File: src/rtl/timer_counter_pkg.sv
// Shared definitions for the TC0/TC1 timer/counter peripherals and the bridge decode.
package timer_counter_pkg;

    localparam logic [1:0] REG_CTRL   = 2'd0;
    localparam logic [1:0] REG_PRESET = 2'd1;
    localparam logic [1:0] REG_COUNT  = 2'd2;

    localparam int unsigned CTRL_EN      = 0;
    localparam int unsigned CTRL_MODE_LO = 1;
    localparam int unsigned CTRL_MODE_HI = 2;
    localparam int unsigned CTRL_IM      = 3;

    localparam logic [1:0] MODE_ONESHOT = 2'b00;
    localparam logic [1:0] MODE_RELOAD  = 2'b01;

    localparam logic [31:0] TC0_BASE = 32'h0000_7F00;
    localparam logic [31:0] TC1_BASE = 32'h0000_7F10;

    typedef enum logic [1:0] {
        ST_IDLE,
        ST_LOAD,
        ST_CNT,
        ST_INT
    } tc_state_e;

endpackage

File: src/rtl/timer_counter.sv
// Memory-mapped count-down timer: CTRL/PRESET/COUNT registers, one-shot or auto-reload, masked IRQ.
module timer_counter
    import timer_counter_pkg::*;
#(
    parameter logic [31:0] CTRL_MASK = 32'h0000_000F
) (
    input  logic        clk,
    input  logic        reset,
    input  logic [29:0] addr,
    input  logic        we,
    input  logic [31:0] din,
    output logic [31:0] dout,
    output logic        irq
);

    tc_state_e   state_q, state_d;
    logic [31:0] ctrl_q, ctrl_d;
    logic [31:0] preset_q, preset_d;
    logic [31:0] count_q, count_d;
    logic        flag_q, flag_d;

    logic        wr_ctrl, wr_preset;
    logic        flag_set, flag_fsm_clr, en_fsm_clr;
    logic [1:0]  mode;
    logic        unused_addr;

    assign unused_addr = ^addr[29:2];
    assign wr_ctrl     = we && (addr[1:0] == REG_CTRL);
    assign wr_preset   = we && (addr[1:0] == REG_PRESET);
    assign mode        = ctrl_q[CTRL_MODE_HI:CTRL_MODE_LO];

    always_ff @(posedge clk or posedge reset) begin
        if (reset) begin
            state_q  <= ST_IDLE;
            ctrl_q   <= '0;
            preset_q <= '0;
            count_q  <= '0;
            flag_q   <= 1'b0;
        end else begin
            state_q  <= state_d;
            ctrl_q   <= ctrl_d;
            preset_q <= preset_d;
            count_q  <= count_d;
            flag_q   <= flag_d;
        end
    end

    always_comb begin
        state_d      = state_q;
        ctrl_d       = ctrl_q;
        preset_d     = preset_q;
        count_d      = count_q;
        flag_set     = 1'b0;
        flag_fsm_clr = 1'b0;
        en_fsm_clr   = 1'b0;

        case (state_q)
            ST_IDLE: begin
                if (ctrl_q[CTRL_EN]) state_d = ST_LOAD;
            end
            ST_LOAD: begin
                count_d = preset_q;
                state_d = ST_CNT;
            end
            ST_CNT: begin
                if (!ctrl_q[CTRL_EN]) begin
                    state_d = ST_IDLE;
                end else if (count_q > 32'd1) begin
                    count_d = count_q - 32'd1;
                end else begin
                    count_d  = '0;
                    flag_set = 1'b1;
                    state_d  = ST_INT;
                end
            end
            ST_INT: begin
                // Modes 10/11 behave as one-shot.
                if (mode == MODE_RELOAD) flag_fsm_clr = 1'b1;
                else                     en_fsm_clr   = 1'b1;
                state_d = ST_IDLE;
            end
            default: state_d = ST_IDLE;
        endcase

        // CPU CTRL write overrides the FSM's EN clear; FSM flag set overrides CPU clear.
        if (en_fsm_clr) ctrl_d[CTRL_EN] = 1'b0;
        if (wr_ctrl)    ctrl_d = din & CTRL_MASK;
        if (wr_preset)  preset_d = din;
        flag_d = flag_set | (flag_q & ~(wr_ctrl | wr_preset | flag_fsm_clr));
    end

    always_comb begin
        case (addr[1:0])
            REG_CTRL:   dout = ctrl_q;
            REG_PRESET: dout = preset_q;
            REG_COUNT:  dout = count_q;
            default:    dout = '0;
        endcase
    end

    assign irq = ctrl_q[CTRL_IM] & flag_q;

endmodule

File: config.mk
export PLATFORM = sky130hd
export DESIGN_NAME = timer_counter
export DESIGN_NICKNAME = d
export VERILOG_FILES = /design/src/rtl/timer_counter_pkg.sv /design/src/rtl/timer_counter.sv
export SDC_FILE = /design/constraint.sdc
export NUM_CORES = 1
export LEC_CHECK = 0
export CORE_MARGIN = 1.5
export CORE_UTILIZATION = 55
export CTS_BUF_LIST = sky130_fd_sc_hd__clkbuf_8
export DETAILED_ROUTE_END_ITERATION = 12
export HOLD_SLACK_MARGIN = 0.08
export PLACE_DENSITY = 0.83
export RECOVER_POWER = 50
export SLEW_MARGIN = 20
export SYNTH_ARGS = -nofsm -noshare
export SYNTH_HDL_FRONTEND = slang
export SYNTH_SLANG_ARGS = --single-unit
File: constraint.sdc
create_clock -name clk -period 7.4 [get_ports clk]
set_input_delay 2.22 -clock clk [delete_from_list [all_inputs] [get_ports clk]]
set_output_delay 2.22 -clock clk [all_outputs]
set_load 0.02 [all_outputs]
==> results.txt <==
----------------------------------------------------
[STA]
  Slew headroom ... -1.53
  Time the worst path needs with I/O delays and setup ... ~6.8 ns
  Setup repair after global routing missed its margin ... no
  Max-slew violation total from the final report ... 84
  Worst Skew ... 0.00630 ns
  Final worst path period share ... 0.923
  Final setup TNS ... 0 ns
  Hold violation count in the final report ... 0
  Number of failing setup endpoints in the final timing report ... 0
  Transition at the pin with the smallest max-transition slack ... 3.80 ns
  Highest clock rate ... about 150 MHz

[Detailed routing]
  Number of iterations in the first detailed-routing pass ... 6
  Top Layer Used ... met4
  Detail-routed net length per standard cell ... roughly 19 µm
  Length of routed met3 wiring ... 864 µm
  Via-per-instance ratio ... between 6 and 7
  Met1 wire length ... ~4400 µm
  Via count ... ~3700
  Count of antenna-violating nets left after detailed routing ... 0
  Routed met2 length ... ~5200 µm
  Iteration-0 DRC count of the detailed router ... roughly 330
  Total Routed Length ... approximately 11000 µm
  DRC violation count after routing ... 0

[Clocking]
  Post-CTS Hold Fix Bufs ... 0
  Number of H-tree branching levels ... 3
  TritonCTS clock tree ... built
  Clock latency of the later-clocked register in the worst-skew pair ... approximately 0.35 ns
  Number of setup buffers added after CTS ... 0
  Buffer depth of the longest clock path ... 2
  # resized after CTS ... 0
  Clock input transition at the sequential cells of the worst setup and hold paths ... roughly 0.07 ns
  Cts bufs inserted ... 9
  Clock root cell ... clkbuf_8
  Count of clock tree sinks ... approximately 70

[Synthesis]
  Largest family of logic cells by synthesized area ... simple AND/OR/NAND/NOR gates
  Ys async rst share ... 1.00
  Adder and majority cell fraction of the synthesized area ... 0.00619
  Net count after synthesis ... 470
  Main flop type after synthesis ... dfrtp_1
  Register bit total from synthesis ... just over 70
  EDFF count, synth ... 0
  Dominant cells by area after synthesis ... dfrtp_1, mux2_2, a22o_1
  Post-synth design cell area ... slightly above 4000 µm²
  Xor and xnor area share after synthesis ... 0
  Most frequent cell after synthesis ... dfrtp_1
  Warning count from the yosys run ... 0
  Simple-gate share of the synthesized area ... 0.208
  Cell type with the highest aggregate area in the netlist ... dfrtp_1
  Count of mapped cells out of synthesis ... 403
  Ranking of synthesized cells by instance count ... dfrtp_1, nand2_1, mux2_2
  Sequential-to-total area share from yosys stat ... 0.440
  Compound-Gate Fraction of Synth Area ... 0.202
  Multiplexer share of the synthesized area ... 0.105
  Portion of synthesized cell area occupied by the leading cell type ... 0.440
  Synthesized area per cell ... between 10 and 15 µm²
  Distinct cell type count after synthesis ... 50

[Final layout]
  Layout cell share with drive strength beyond 1 ... 0.153
  Number of non-filler instances in the completed layout ... between 500 and 600
  Area delta synth->final ... 22.4%
  Final antenna diode count ... 0
  Final net count ... ~530

[Power]
  PnR Total Power ... roughly 1.7 mW
  Leakage power summed over all cells ... 1.94 nW
  Power density normalized to cell area ... 334 nW/µm²
  Maximum vdd ir drop ... around 0.15 mV

[GRT]
  Global-route congestion overflow total ... 0
  Maximum number of pins on one net before global-route repair ... 72
  First-pass GRT wire length ... approximately 17000 µm
  Overall track demand over capacity in global routing ... 0.285
  Via count of the first global-routing pass ... approximately 3500
  Initial antenna violation count ... 0

[Die]
  Floorplan die area ... between 7000 and 8000 µm²
  Std-Cell Core Area ... between 7000 and 8000 µm²
  Ports placed on the boundary ... a little under 100
  Die X ... around 89 µm
  Row cnt ... 31
  Chip Height ... between 80 and 90 µm
  Starting Density ... 0.563

[Place]
  Buffers on Ports ... 69
  Placed insts ... between 500 and 600
  Final GP Congestion ... slightly above 0.9
  DP Wirelength ... between 7000 and 8000 µm

[Critical path]
  Longest individual stage delay on the worst path ... 0.75 ns
  Slowest library cell on the worst path ... dlygate4sd3_1
  Type of element launching the critical path ... primary input
  Worst setup path class ... in2out
  Largest fanout on the critical path ... 11
  Critical Path End Type ... output pin
  Cells traversed along the worst timing path ... dlygate4sd3_1 -> nor2b_2 -> buf_4 -> a22o_1 -> clkdlybuf4s50_1
  Data required time of the worst path ... ~5.2 ns
  Signal arrival time at the worst endpoint ... 4.61 ns

[Run status]
  Violations in the final reports ... capacitance limit, slew limit
  Status ... finished with violations

[Min path]
  Min-delay worst type ... reg2reg

[Run]
  Max capacitance violation total ... 2

----------------------------------------------------
==> worst paths after layout <==
path / slack, ns / from / end / cells past startpoint
worst max-delay path: 0.57 / addr[1] / dout[8] / 5
worst min-delay path: 0.52 / preset_q[10] / count_q[10] / 2
worst max register to register: 3.61 / count_q[24] / count_q[23] / 7
worst min register to register: 0.52 / preset_q[10] / count_q[10] / 2
max in group asynchronous: 1.49 / reset / preset_q[26] / 3
min in group asynchronous: 3.79 / reset / preset_q[9] / 3
==> sequential cells by signal, indices dropped and copies added, names as in the netlist <==
name	cells
count_q	32
ctrl_q	4
preset_q	32
state_q	2
flag_q	1
==> per-layer routing <==
metal	up-vias	track usage
li1	1653	-
met5	-	0
met3	29	0.0466
met4	0	0.116
met2	204	0.468
met1	1791	0.376
==> cell families (layout without fill, tap and decap cells) <==
group	after synthesis	count (layout)
AOI/OAI and AO/OA	115	115
adders and majority gates	2	2
DFF	71	71
buffers and inverters	33	102
and+or+nand+nor	144	144
muxes	38	38
==> cell usage in the layout, fill, tap and decap left out, drive strengths merged, types with 8 or more instances in the layout <==
master | synthesis | layout
nand2 | 48 | 48
o211ai | 10 | 10
nor2 | 19 | 19
a22o | 28 | 28
nor3 | 13 | 13
nand3 | 16 | 16
clkbuf | 13 | 12
o311ai | 8 | 8
mux2 | 34 | 34
nor4 | 12 | 12
inv | 9 | 11
a21oi | 11 | 11
a22oi | 9 | 9
clkdlybuf4s50 | 0 | 67
dfrtp | 71 | 71
o21ai | 31 | 31
==> layout make-up <==
cell class                 instances  area [µm²]
sequential                        71        1780
clock inverter                     6        53.8
inverter                           9        33.8
timing repair buffer              77         743
fill                             560        2230
tap                               99         124
clock buffer                      10         138
multi-input combinational        299        2080
==> power by group <==
| part | switching, mW | internal [mW] | leakage [nW] | total (mW) |
|---|---|---|---|---|
| combinational | 0.353 | 0.282 | 0.969 | 0.635 |
| clock | 0.147 | 0.161 | 0.106 | 0.308 |
| sequential | 0.193 | 0.516 | 0.861 | 0.708 |
| total | 0.693 | 0.958 | 1.94 | 1.65 |
==> worst max-delay path, delay by kind of cell <==
family | cells | cell delay (ns)
simple gates | 1 | 0.58
buf+inv | 3 | 1.64
compound gates | 1 | 0.16
==> metrics by stage <==
step	utilization	hold slack [ns]	area [µm²]	worst slack (ns)
global route	0.689	0.552	4950	0.514
finish	0.689	0.520	4950	0.571
global placement	0.669	0.498	4800	0.668
detailed placement	0.669	0.508	4800	0.681
CTS	0.695	0.523	4990	0.681
floorplan	-	0.472	4040	1.70
No activity file was read; power rests on OpenSTA's default activity.
